===== config.mk =====
export PLATFORM = sky130hd
export DESIGN_NAME = sonar_uc
export DESIGN_NICKNAME = d
export VERILOG_FILES = /design/src/rtl/sonar_uc.sv
export SDC_FILE = /design/constraint.sdc
export NUM_CORES = 1
export LEC_CHECK = 0
export BUFFER_PORTS_ARGS = -buffer_cell sky130_fd_sc_hd__buf_2
export CORE_UTILIZATION = 42
export CTS_CLUSTER_DIAMETER = 80
export DETAILED_ROUTE_END_ITERATION = 8
export SYNTH_ARGS = -nofsm -noshare
export SYNTH_HDL_FRONTEND = slang
export SYNTH_SLANG_ARGS = --single-unit

===== constraint.sdc =====
create_clock -name clock -period 4.8 [get_ports clock]
set_input_delay 0.72 -clock clock [delete_from_list [all_inputs] [get_ports clock]]
set_output_delay 0.72 -clock clock [all_outputs]
set_load 0.005 [all_outputs]

===== src/rtl/sonar_uc.sv =====
`default_nettype none
// ============================================================================
//  Module      : sonar_uc
//  Description : Moore control unit sequencing servo positioning, distance
//                measurement and 8-character UART frames, with a measurement
//                watchdog so a missing echo cannot stall the sweep.
//  Revision    : 1.0 - initial release
// ============================================================================
module sonar_uc #(
    parameter int TIMEOUT_MEDIDA = 2_000_000,
    parameter int TW             = 22
) (
    input  logic       clock,
    input  logic       reset,
    input  logic       ligar,
    input  logic       pronto_medida,
    input  logic       pronto_serial,
    input  logic       fim_timer,
    input  logic       fim_transmissao,
    output logic       zera_timer,
    output logic       conta_timer,
    output logic       zera_posicao,
    output logic       conta_posicao,
    output logic       reset_servo,
    output logic       medir,
    output logic       zera_serial,
    output logic       conta_serial,
    output logic       partida_serial,
    output logic       timeout_medida,
    output logic [3:0] db_estado
);

    localparam logic [3:0] c_INICIAL        = 4'h0;
    localparam logic [3:0] c_PREPARACAO     = 4'h1;
    localparam logic [3:0] c_ESPERA         = 4'h2;
    localparam logic [3:0] c_MEDE           = 4'h3;
    localparam logic [3:0] c_AGUARDA_MEDIDA = 4'h4;
    localparam logic [3:0] c_TRANSMITE      = 4'h5;
    localparam logic [3:0] c_AGUARDA_TX     = 4'h6;
    localparam logic [3:0] c_PROXIMO_CHAR   = 4'h7;
    localparam logic [3:0] c_VERIFICA_FIM   = 4'h8;
    localparam logic [3:0] c_MOVE_SERVO     = 4'h9;

    localparam logic [TW-1:0] c_WD_LIMIT = TW'(TIMEOUT_MEDIDA - 1);
    localparam logic [TW-1:0] c_WD_MAX   = '1;

    logic [3:0]    r_estado;
    logic [3:0]    w_proximo;
    logic [TW-1:0] r_watchdog;
    logic          r_timeout;
    logic          w_wd_fim;

    assign w_wd_fim = (r_watchdog == c_WD_LIMIT);

    always_comb begin
        w_proximo = c_INICIAL;
        case (r_estado)
            c_INICIAL:        w_proximo = ligar ? c_PREPARACAO : c_INICIAL;
            c_PREPARACAO:     w_proximo = c_ESPERA;
            c_ESPERA:         w_proximo = fim_timer ? c_MEDE : c_ESPERA;
            c_MEDE:           w_proximo = c_AGUARDA_MEDIDA;
            c_AGUARDA_MEDIDA: w_proximo = (pronto_medida || w_wd_fim) ? c_TRANSMITE : c_AGUARDA_MEDIDA;
            c_TRANSMITE:      w_proximo = c_AGUARDA_TX;
            c_AGUARDA_TX:     w_proximo = pronto_serial ? c_PROXIMO_CHAR : c_AGUARDA_TX;
            c_PROXIMO_CHAR:   w_proximo = c_VERIFICA_FIM;
            c_VERIFICA_FIM: begin
                if (!fim_transmissao)
                    w_proximo = c_TRANSMITE;
                else if (ligar)
                    w_proximo = c_MOVE_SERVO;
                else
                    w_proximo = c_INICIAL;
            end
            c_MOVE_SERVO:     w_proximo = c_ESPERA;
            default:          w_proximo = c_INICIAL;
        endcase
    end

    always_ff @(posedge clock or negedge reset) begin
        if (!reset) begin
            r_estado   <= c_INICIAL;
            r_watchdog <= '0;
            r_timeout  <= 1'b0;
        end else begin
            r_estado <= w_proximo;
            if (r_estado == c_MEDE) begin
                r_watchdog <= '0;
            end else if (r_estado == c_AGUARDA_MEDIDA && r_watchdog != c_WD_MAX) begin
                r_watchdog <= r_watchdog + 1'b1;
            end
            // A measurement arriving on the deadline cycle still counts as good
            if (r_estado == c_PREPARACAO) begin
                r_timeout <= 1'b0;
            end else if (r_estado == c_AGUARDA_MEDIDA && !pronto_medida && w_wd_fim) begin
                r_timeout <= 1'b1;
            end
        end
    end

    always_comb begin
        zera_timer     = 1'b0;
        conta_timer    = 1'b0;
        zera_posicao   = 1'b0;
        conta_posicao  = 1'b0;
        reset_servo    = 1'b0;
        medir          = 1'b0;
        zera_serial    = 1'b0;
        conta_serial   = 1'b0;
        partida_serial = 1'b0;
        case (r_estado)
            c_PREPARACAO: begin
                zera_timer   = 1'b1;
                zera_posicao = 1'b1;
                zera_serial  = 1'b1;
                reset_servo  = 1'b1;
            end
            c_ESPERA:       conta_timer    = 1'b1;
            c_MEDE:         medir          = 1'b1;
            c_TRANSMITE:    partida_serial = 1'b1;
            c_PROXIMO_CHAR: conta_serial   = 1'b1;
            c_MOVE_SERVO: begin
                conta_posicao = 1'b1;
                zera_timer    = 1'b1;
                zera_serial   = 1'b1;
            end
            default: ;
        endcase
    end

    assign timeout_medida = r_timeout;
    assign db_estado      = r_estado;

endmodule
`default_nettype wire

### Word level (Yosys, flattened, before mapping)

Cells that the tools add are included.
W data, S select, Z words.

| storage, ports and cells | value |
|---|---|
| register bits after elaboration | 27 |
| bits of input ports | 7 |
| output and inout port bits | 14 |
| word-level logic and storage cells | 42 |

| operators by class | value |
|---|---|
| $add $sub $neg | 1 |
| equal/unequal tests | 11 |
| multiplexer cells | 18 |
| reductions and logical operators | 9 |

Operators with widths:

| cell | count |
|---|---|
| $mux W22 | 2 |
| $pmux W4 S9 | 1 |
| $add A22 B1 Y22 const B | 1 |
| $eq A22 B21 Y1 const B | 1 |
| $ne A22 B22 Y1 const B | 1 |
| $eq A4 B3 Y1 const B | 4 |
| $mux W1 | 13 |
| $eq A4 B2 Y1 const B | 2 |
| $eq A4 B4 Y1 const B | 2 |
| $mux W4 | 2 |
| $eq A4 B1 Y1 const B | 1 |
| $logic_not A4 Y1 | 1 |
| $reduce_bool A2 Y1 | 2 |
| $logic_and A1 B1 Y1 | 3 |
| $reduce_or A2 Y1 | 1 |
| $logic_not A1 Y1 | 1 |
| $logic_or A1 B1 Y1 | 1 |

### Longest topological paths before layout

Gate-level depths: netlist of the first run.

| logic depth | value |
|---|---|
| word-level depth | 5 |
| gate-level depth with buffers | 7 |
| gate-level depth less buffers | 6 |

### Least setup slack after synthesis of the first run

Ideal clock, no wire load.

| timing | value |
|---|---|
| path kind | flip-flop to output port |
| from | register r_estado[2] (netlist: db_estado[2]) |
| to | output port medir |
| data arrival time | 1.521 ns |
| data required time | 4.080 ns |
| slack | 2.559 ns |
| stages on the path, launching flop included | 6 |
| buffers on the path | 3 |
| path through | dfrtp_1 clkbuf_1 or3_1 clkbuf_1 clkinv_1 buf_1 |

| on the way | value |
|---|---|
| longest elaborated chain between the ends | 2 |

Ends and longest elaborated chain:

| item | RTL line | RTL |
|---|---|---|
| from (decl) | 47 | `logic [3:0] r_estado;` |
| from (signal assigned) | 81 | `r_estado <= c_INICIAL;` |
| from (signal assigned) | 85 | `r_estado <= w_proximo;` |
| $eq A4 B2 Y1 | 110 | `case (r_estado)` |
| $mux W1 | 110 |  |
| to (decl) | 25 | `output logic medir,` |

Every way passes these cells.

### Final worst setup path of the first run

| timing | value |
|---|---|
| from | register r_watchdog[0] |
| to | register r_watchdog[6] |

| on the way | value |
|---|---|
| longest elaborated chain between the ends | 3 |
| elaborated cells on any way between the ends | 6 |
| classes of those cells | add/sub (1); eq/ne (1); mux (2); reduce/logical (2) |

Ends and longest elaborated chain:

| item | RTL line | RTL |
|---|---|---|
| from (decl) | 49 | `logic [TW-1:0] r_watchdog;` |
| from (signal assigned) | 89 | `r_watchdog <= r_watchdog + 1'b1;` |
| $add A22 B1 Y22 or $ne A22 B22 Y1 (tied branches) | 89, 88 |  |
| $mux W22 or $logic_and A1 B1 Y1 (tied branches) | 88 | `end else if (r_estado == c_AGUARDA_MEDIDA && r_watchdog != c_WD_MAX) begin` |
| $mux W22 or $reduce_bool A2 Y1 (tied branches) | - |  |

Several ways; a longest one is shown, not always the timed one. The select of a mux whose other input is x is not followed.
A chain may end at the register's enable or synchronous reset.

==> key figures, run 1 <==
Timing
  • Hold Vio Cnt, Final: 0
  • Setup TNS: 0 ns
  • Worst slew pin tran: ~1.1 ns
  • Unrepaired setup endpoints after global routing: no
  • Final Max Slew Viols: 0
  • Relative slew slack: 0.257
  • Hold WS: 0.441 ns
  • Setup Skew: approximately 0.0025 ns
  • Setup ws final: approximately 1.9 ns
  • Tcrit/Tclk final: 0.603
  • Setup violators final: 0
  • Crit path time final: slightly below 3 ns
  • Max Freq: roughly 0.35 GHz

Outcome
  • Result of the run: finished, final reports clean

Power and ir drop
  • Leakage: 0.755 nW
  • Clock power share: 0.193
  • Switching fraction of total power: 0.376
  • Max VDD drop: ~210 uV
  • Overall power: approximately 0.65 mW
  • Combinational power share: 0.329
  • P_sw: around 0.24 mW
  • Power Density: ~380 nW/um2
  • Sequential share of power: 0.478
  • Internal: between 0.4 and 0.5 mW

Route
  • Antenna Violating Nets Remaining: 0
  • DRC: 0
  • Detailed Route Iter0 Violations: 40
  • Detailed Routing Iterations Pass 1: 4
  • DR vias: ~1.3k
  • Final WL: 3230 um
  • Vias/cell: about 5.7
  • Routed WL per cell: 14.1 um

Final layout
  • Layout Nets: about 190
  • Share of post-route cells with drive strength above 1: 0.158
  • Core Util, Final: 0.494
  • Layout Cells excl Fill: around 230
  • P&R area growth vs syn: 8.74%
  • Design area: between 1500 and 2000 um2
  • N_diodes: 0

Critical path
  • Worst path max stage delay: around 1.0 ns
  • Crit. End Element: flip-flop
  • Critical path peak fanout: 13
  • Critical-path cell list: ha_1, nand4_1, nand4bb_1, o21ai_0, nor3_1, mux2i_1
  • Required @ worst endpoint: about 5.0 ns
  • Worst-path cell with the longest stage delay: o21ai_0
  • Crit Path Category: reg -> reg
  • WP data arrival: 3.05 ns
  • Cell depth of the worst flop-to-flop path: 6
  • CP startpoint kind: flip-flop

Global routing
  • Total GRT Usage: 0.174
  • GR Util met3: 0.0199
  • Grt ovf: 0
  • Initial antenna violation count: 0
  • Busiest layer in global routing: met2
  • Met1 Usage GRT: 0.228
  • Vias in the first global route: between 1k and 1.5k
  • First-pass GRT wire length: 5550 um
  • Met2 usage: 0.297
  • Largest net degree at the start of global routing: 28

Clock network
  • Clock root cell: clkbuf_8
  • Worst-skew pair later-pin latency: about 0.27 ns
  • Clk sinks: 27
  • Inserted Clock Buffers: 3
  • Max clock buf depth: 2
  • Post_cts resized: 0
  • CTS tree: done
  • Hold Buf Count CTS: 0
  • H-tree depth: 1
  • Postcts setup bufs: 0
  • Worst-path clk slew: roughly 0.090 ns

Floorplan
  • Starting Density: 0.454
  • Die ar.: roughly 4000 um2
  • Die height: about 63 um
  • Placeable core area: approximately 3500 um2
  • Cell row count: 21
  • Die X: approximately 63 um
  • I/O Pins: 21

Yosys
  • EDFF count, synth: 0
  • Ranking of synthesized cells by area: dfrtp_1, xor2_1, nor2_1
  • Fraction of registers with async set/reset: 1.00
  • Post-Syn Area per Cell: just over 9 um2
  • Distinct cell type count after synthesis: 44
  • Post-Syn Instances: 170
  • Syn nets: approximately 180
  • Primary FF master, synth: dfrtp_1
  • Syn. warnings: 0
  • Synth Cell Area: approximately 1600 um2
  • Sequential fraction of the synthesis area: 0.429
  • Synth top area share: 0.429
  • Post-synth top area cell: dfrtp_1
  • Synthesized flop and latch total: 27

Place
  • Placed instance count: ~230
  • Final RePlAce weighted congestion: 0.874
  • PortBufs: 20
  • Placed Instance Area: about 1700 um2
  • Placement Setup Slack: between 1.5 and 2 ns
  • Final HPWL DP: ~2300 um

Worst hold path
  • Tightest Hold Check Type: in -> async

Run
  • Max cap viols: 0
==> worst paths after layout <==
kind | to | slack, ns | start
hold / removal | r_watchdog[14] | 0.44 | reset
hold reg to reg | timeout_medida | 0.51 | timeout_medida
setup reg to reg | r_watchdog[6] | 1.90 | r_watchdog[0]
setup / recovery | r_watchdog[6] | 1.90 | r_watchdog[0]
min in group clock | timeout_medida | 0.51 | timeout_medida
max in group asynchronous | r_watchdog[21] | 3.97 | reset
==> cell usage in the layout, fill, tap and decap left out, types with 6 or more instances in the layout <==
master / instances
xor2_1: 10
o211ai_1: 6
nor2_1: 18
nor3_1: 7
nand3_1: 7
a21oi_1: 6
o21ai_0: 11
dfrtp_1: 27
buf_2: 20
nand2_1: 13
==> Yosys cell counts (2+ instances only) <==
cell,n
nand4_1,4
buf_4,2
nand2b_1,3
o2111ai_1,3
nor2_1,18
o31ai_1,3
nor4b_1,3
and4_1,3
nor3_1,7
o21ai_0,11
inv_1,2
or4_1,4
xor2_1,10
nand2_1,13
nand3_1,7
o211ai_1,6
buf_6,2
nor2b_1,2
clkbuf_1,5
dfrtp_1,27
nor4_1,2
or3_1,3
and2_1,2
a21oi_1,6
mux2i_1,3
==> power by group through the flow <==
stage                     clock, mW  sequential, mW  combinational, mW
after CTS                     0.131           0.310              0.219
after global placement            0           0.312              0.213
after global routing          0.141           0.320              0.244
after detailed placement          0           0.315              0.218
final                         0.126           0.311              0.215
after floorplan                   0           0.284              0.201
==> logic make-up (layout without fill, tap and decap cells) <==
kind of cell    after synthesis  count (layout)  share of synthesized area
flops                        27              27                      0.429
simple gates                 79              79                      0.287
fa+ha+maj                     1               1                    0.00794
buf+inv                      14              27                     0.0484
xor+xnor                     10              10                     0.0556
compound gates               35              35                      0.146
mux                           4               4                     0.0262
==> worst max-delay path: cells and delay by family, from the launching register on <==
family | cells | cell delay [ns]
compound gates | 1 | 1.04
simple gates | 3 | 0.97
flops | 1 | 0.39
fa+ha+maj | 1 | 0.22
mux | 1 | 0.16
==> flip-flops by register name, indices dropped and copies added (netlist names) <==
name,flops
r_watchdog,22
timeout_medida,1
db_estado,4
==> area by class of cell <==
| type | count | area (um2) |
|---|---|---|
| inverters | 3 | 11.3 |
| repair buffers | 20 | 100 |
| multi-input cells | 129 | 823 |
| fillers | 348 | 1760 |
| clock buffers | 4 | 45.0 |
| well taps | 46 | 57.6 |
| flip-flops and latches | 27 | 676 |
==> routing by layer <==
layer  vias to the layer above  routed length, um
met5                         -                  0
met1                       624               1600
met2                        26               1480
met3                         7                 98
li1                        649                  -
met4                         0                 55
Power figures use the tool's default switching activity.
==> inputs of run 2 (changes only) <==
- clock period: 4.8 -> 2.3 ns (I/O delays scaled with it)
==> run 2 against run 1 <==
Compared with the run above:
- worst setup slack got worse by 1.8 ns
- largest power group is now combinational cells
- final cell count rose by 4.8%
- utilization rose by 2.4 points
- count of clock-buffer cells in the layout fell by 1
==> key figures, run 2 (synthesized netlist as in run 1, its figures left out) <==
Power and ir drop
  • Leakage: 0.809 nW
  • Max VDD drop: a little under 500 uV
  • Power Density: just over 800 nW/um2

Final layout
  • Layout Nets: around 200
  • Share of post-route cells with drive strength above 1: 0.211
  • Commonest non-fill, non-tap cell in the layout: dfrtp_1
  • P&R area growth vs syn: 14.1%
  • Multi-input gate area: approximately 820 um2
  • Commonest non-fill, non-tap cells in the layout: dfrtp_1, buf_2, nor2_1
  • Max reg flops: 22
  • N_diodes: 0
  • Core Util, Final: 0.518
  • Design area: about 1800 um2
  • Top reg by flops: r_watchdog
  • Layout fillers: between 300 and 400
  • Seq. cell area: about 680 um2

Timing
  • Hold WS: a little under 0.07 ns
  • Setup Skew: approximately 0.003 ns
  • Crit path time final: 2.15 ns
  • Unrepaired setup endpoints after global routing: no
  • Setup TNS: 0 ns
  • Max Freq: 0.465 GHz
  • Worst slew pin tran: 0.609 ns
  • Final Max Slew Viols: 0
  • Relative slew slack: 0.594
  • Hold Vio Cnt, Final: 0
  • Setup violators final: 0
  • Setup ws final: around 0.15 ns
  • Tcrit/Tclk final: 0.936

Route
  • Met2 wire len: around 1700 um
  • Top Layer Used: met4
  • Met3 wire len: 111 um
  • DR vias: approximately 1.4k
  • DRC: 0
  • Antenna Violating Nets Remaining: 0
  • Routed WL per cell: between 10 and 15 um
  • Final WL: roughly 3500 um
  • Vias/cell: between 5 and 6
  • Detailed Route Iter0 Violations: 24
  • Detailed Routing Iterations Pass 1: 4
  • Met1 WL: roughly 1600 um

Critical path
  • Crit. End Element: flip-flop
  • Critical Path Source: db_estado[1]
  • R2R setup slack: 0.15 ns
  • Critical path peak fanout: 8
  • Crit Path Category: reg -> reg
  • WP data arrival: roughly 2.4 ns
  • Worst R2R End: r_watchdog[15]
  • RR Startpoint: db_estado[1]
  • CP startpoint kind: flip-flop
  • Required @ worst endpoint: approximately 2.5 ns
  • Cell depth of the worst flop-to-flop path: 5

Outcome
  • Result of the run: finished, final reports clean

Place
  • Placed Instance Area: between 1500 and 2000 um2
  • PortBufs: 20
  • Final HPWL DP: between 2000 and 3000 um
  • Final RePlAce weighted congestion: just under 0.9
  • Placement Setup Slack: 0.169 ns

Global routing
  • Largest net degree at the start of global routing: 28
  • Total GRT Usage: 0.197
  • Vias in the first global route: 1403
  • Grt ovf: 0
  • Initial antenna violation count: 0
  • First-pass GRT wire length: 6290 um

Run
  • Max cap viols: 0

Clock network
  • Worst-path clk slew: ~0.090 ns
  • Hold Buf Count CTS: 0
  • H-tree depth: 1
  • Max clock buf depth: 2
  • CTS tree: done
  • Clock root cell: clkbuf_8
  • Inserted Clock Buffers: 3
  • Post_cts resized: 0
  • Worst-skew pair later-pin latency: roughly 0.28 ns
  • Postcts setup bufs: 0
  • Clk sinks: 27

Floorplan
  • I/O Pins: 21
  • Cell row count: 21
  • Die ar.: 4000 um2
  • Die X: between 60 and 70 um
  • Die height: around 63 um
  • Starting Density: 0.454
  • Placeable core area: ~3500 um2

Worst hold path
  • Tightest Hold Check Type: in -> async
==> run 2: cell count changes in the layout (fill, tap and decap cells not counted) <==
| cell | change |
|---|---|
| buf_4 | +11 |
| clkinv_2 | +1 |
| clkbuf_1 | -1 |
==> run 2: power breakdown <==
group          total [mW]  internal, mW  switching [mW]
sequential          0.589         0.538          0.0513
clock               0.276         0.122           0.154
combinational       0.596         0.259           0.337
==> run 2: worst max path at each step <==
stage                           to  slack, ns  cells after the start
finish              r_watchdog[15]       0.15                      5
global route        r_watchdog[15]       0.02                      5
floorplan           r_watchdog[19]        0.1                      7
global placement    r_watchdog[19]       0.24                      5
CTS                 r_watchdog[15]       0.14                      5
detailed placement  r_watchdog[15]       0.17                      5
==> run 2: per-stage QoR <==
| step | power, mW | instances |
|---|---|---|
| after floorplan | 1.01 | 170 |
| after global placement | 1.18 | 236 |
| after detailed placement | 1.20 | 236 |
| after CTS | 1.47 | 240 |
| after global routing | 1.58 | 240 |
| final | 1.46 | 240 |
==> run 2: worst max-delay path: stages, from the launching register on <==
cell and delay [ns]:
dfrtp_1 0.40, or4b_4 0.59, nor4_4 0.42, o21ai_2 0.15, or3_1 0.37, a21oi_1 0.14
==> run 2: area by class of cell <==
cell class | instances | share of cell area
multi-input combinational | 129 | 0.458
sequential | 27 | 0.376
timing repair buffer | 31 | 0.102
tap | 46 | 0.0320
clock buffer | 3 | 0.0230
inverter | 3 | 0.00627
clock inverter | 1 | 0.00279
==> run 2: metal layers <==
layer  vias up  track usage
met4         0       0.0682
met2        28        0.345
li1        671            -
met1       674        0.248
met3         7       0.0236
met5         -            0
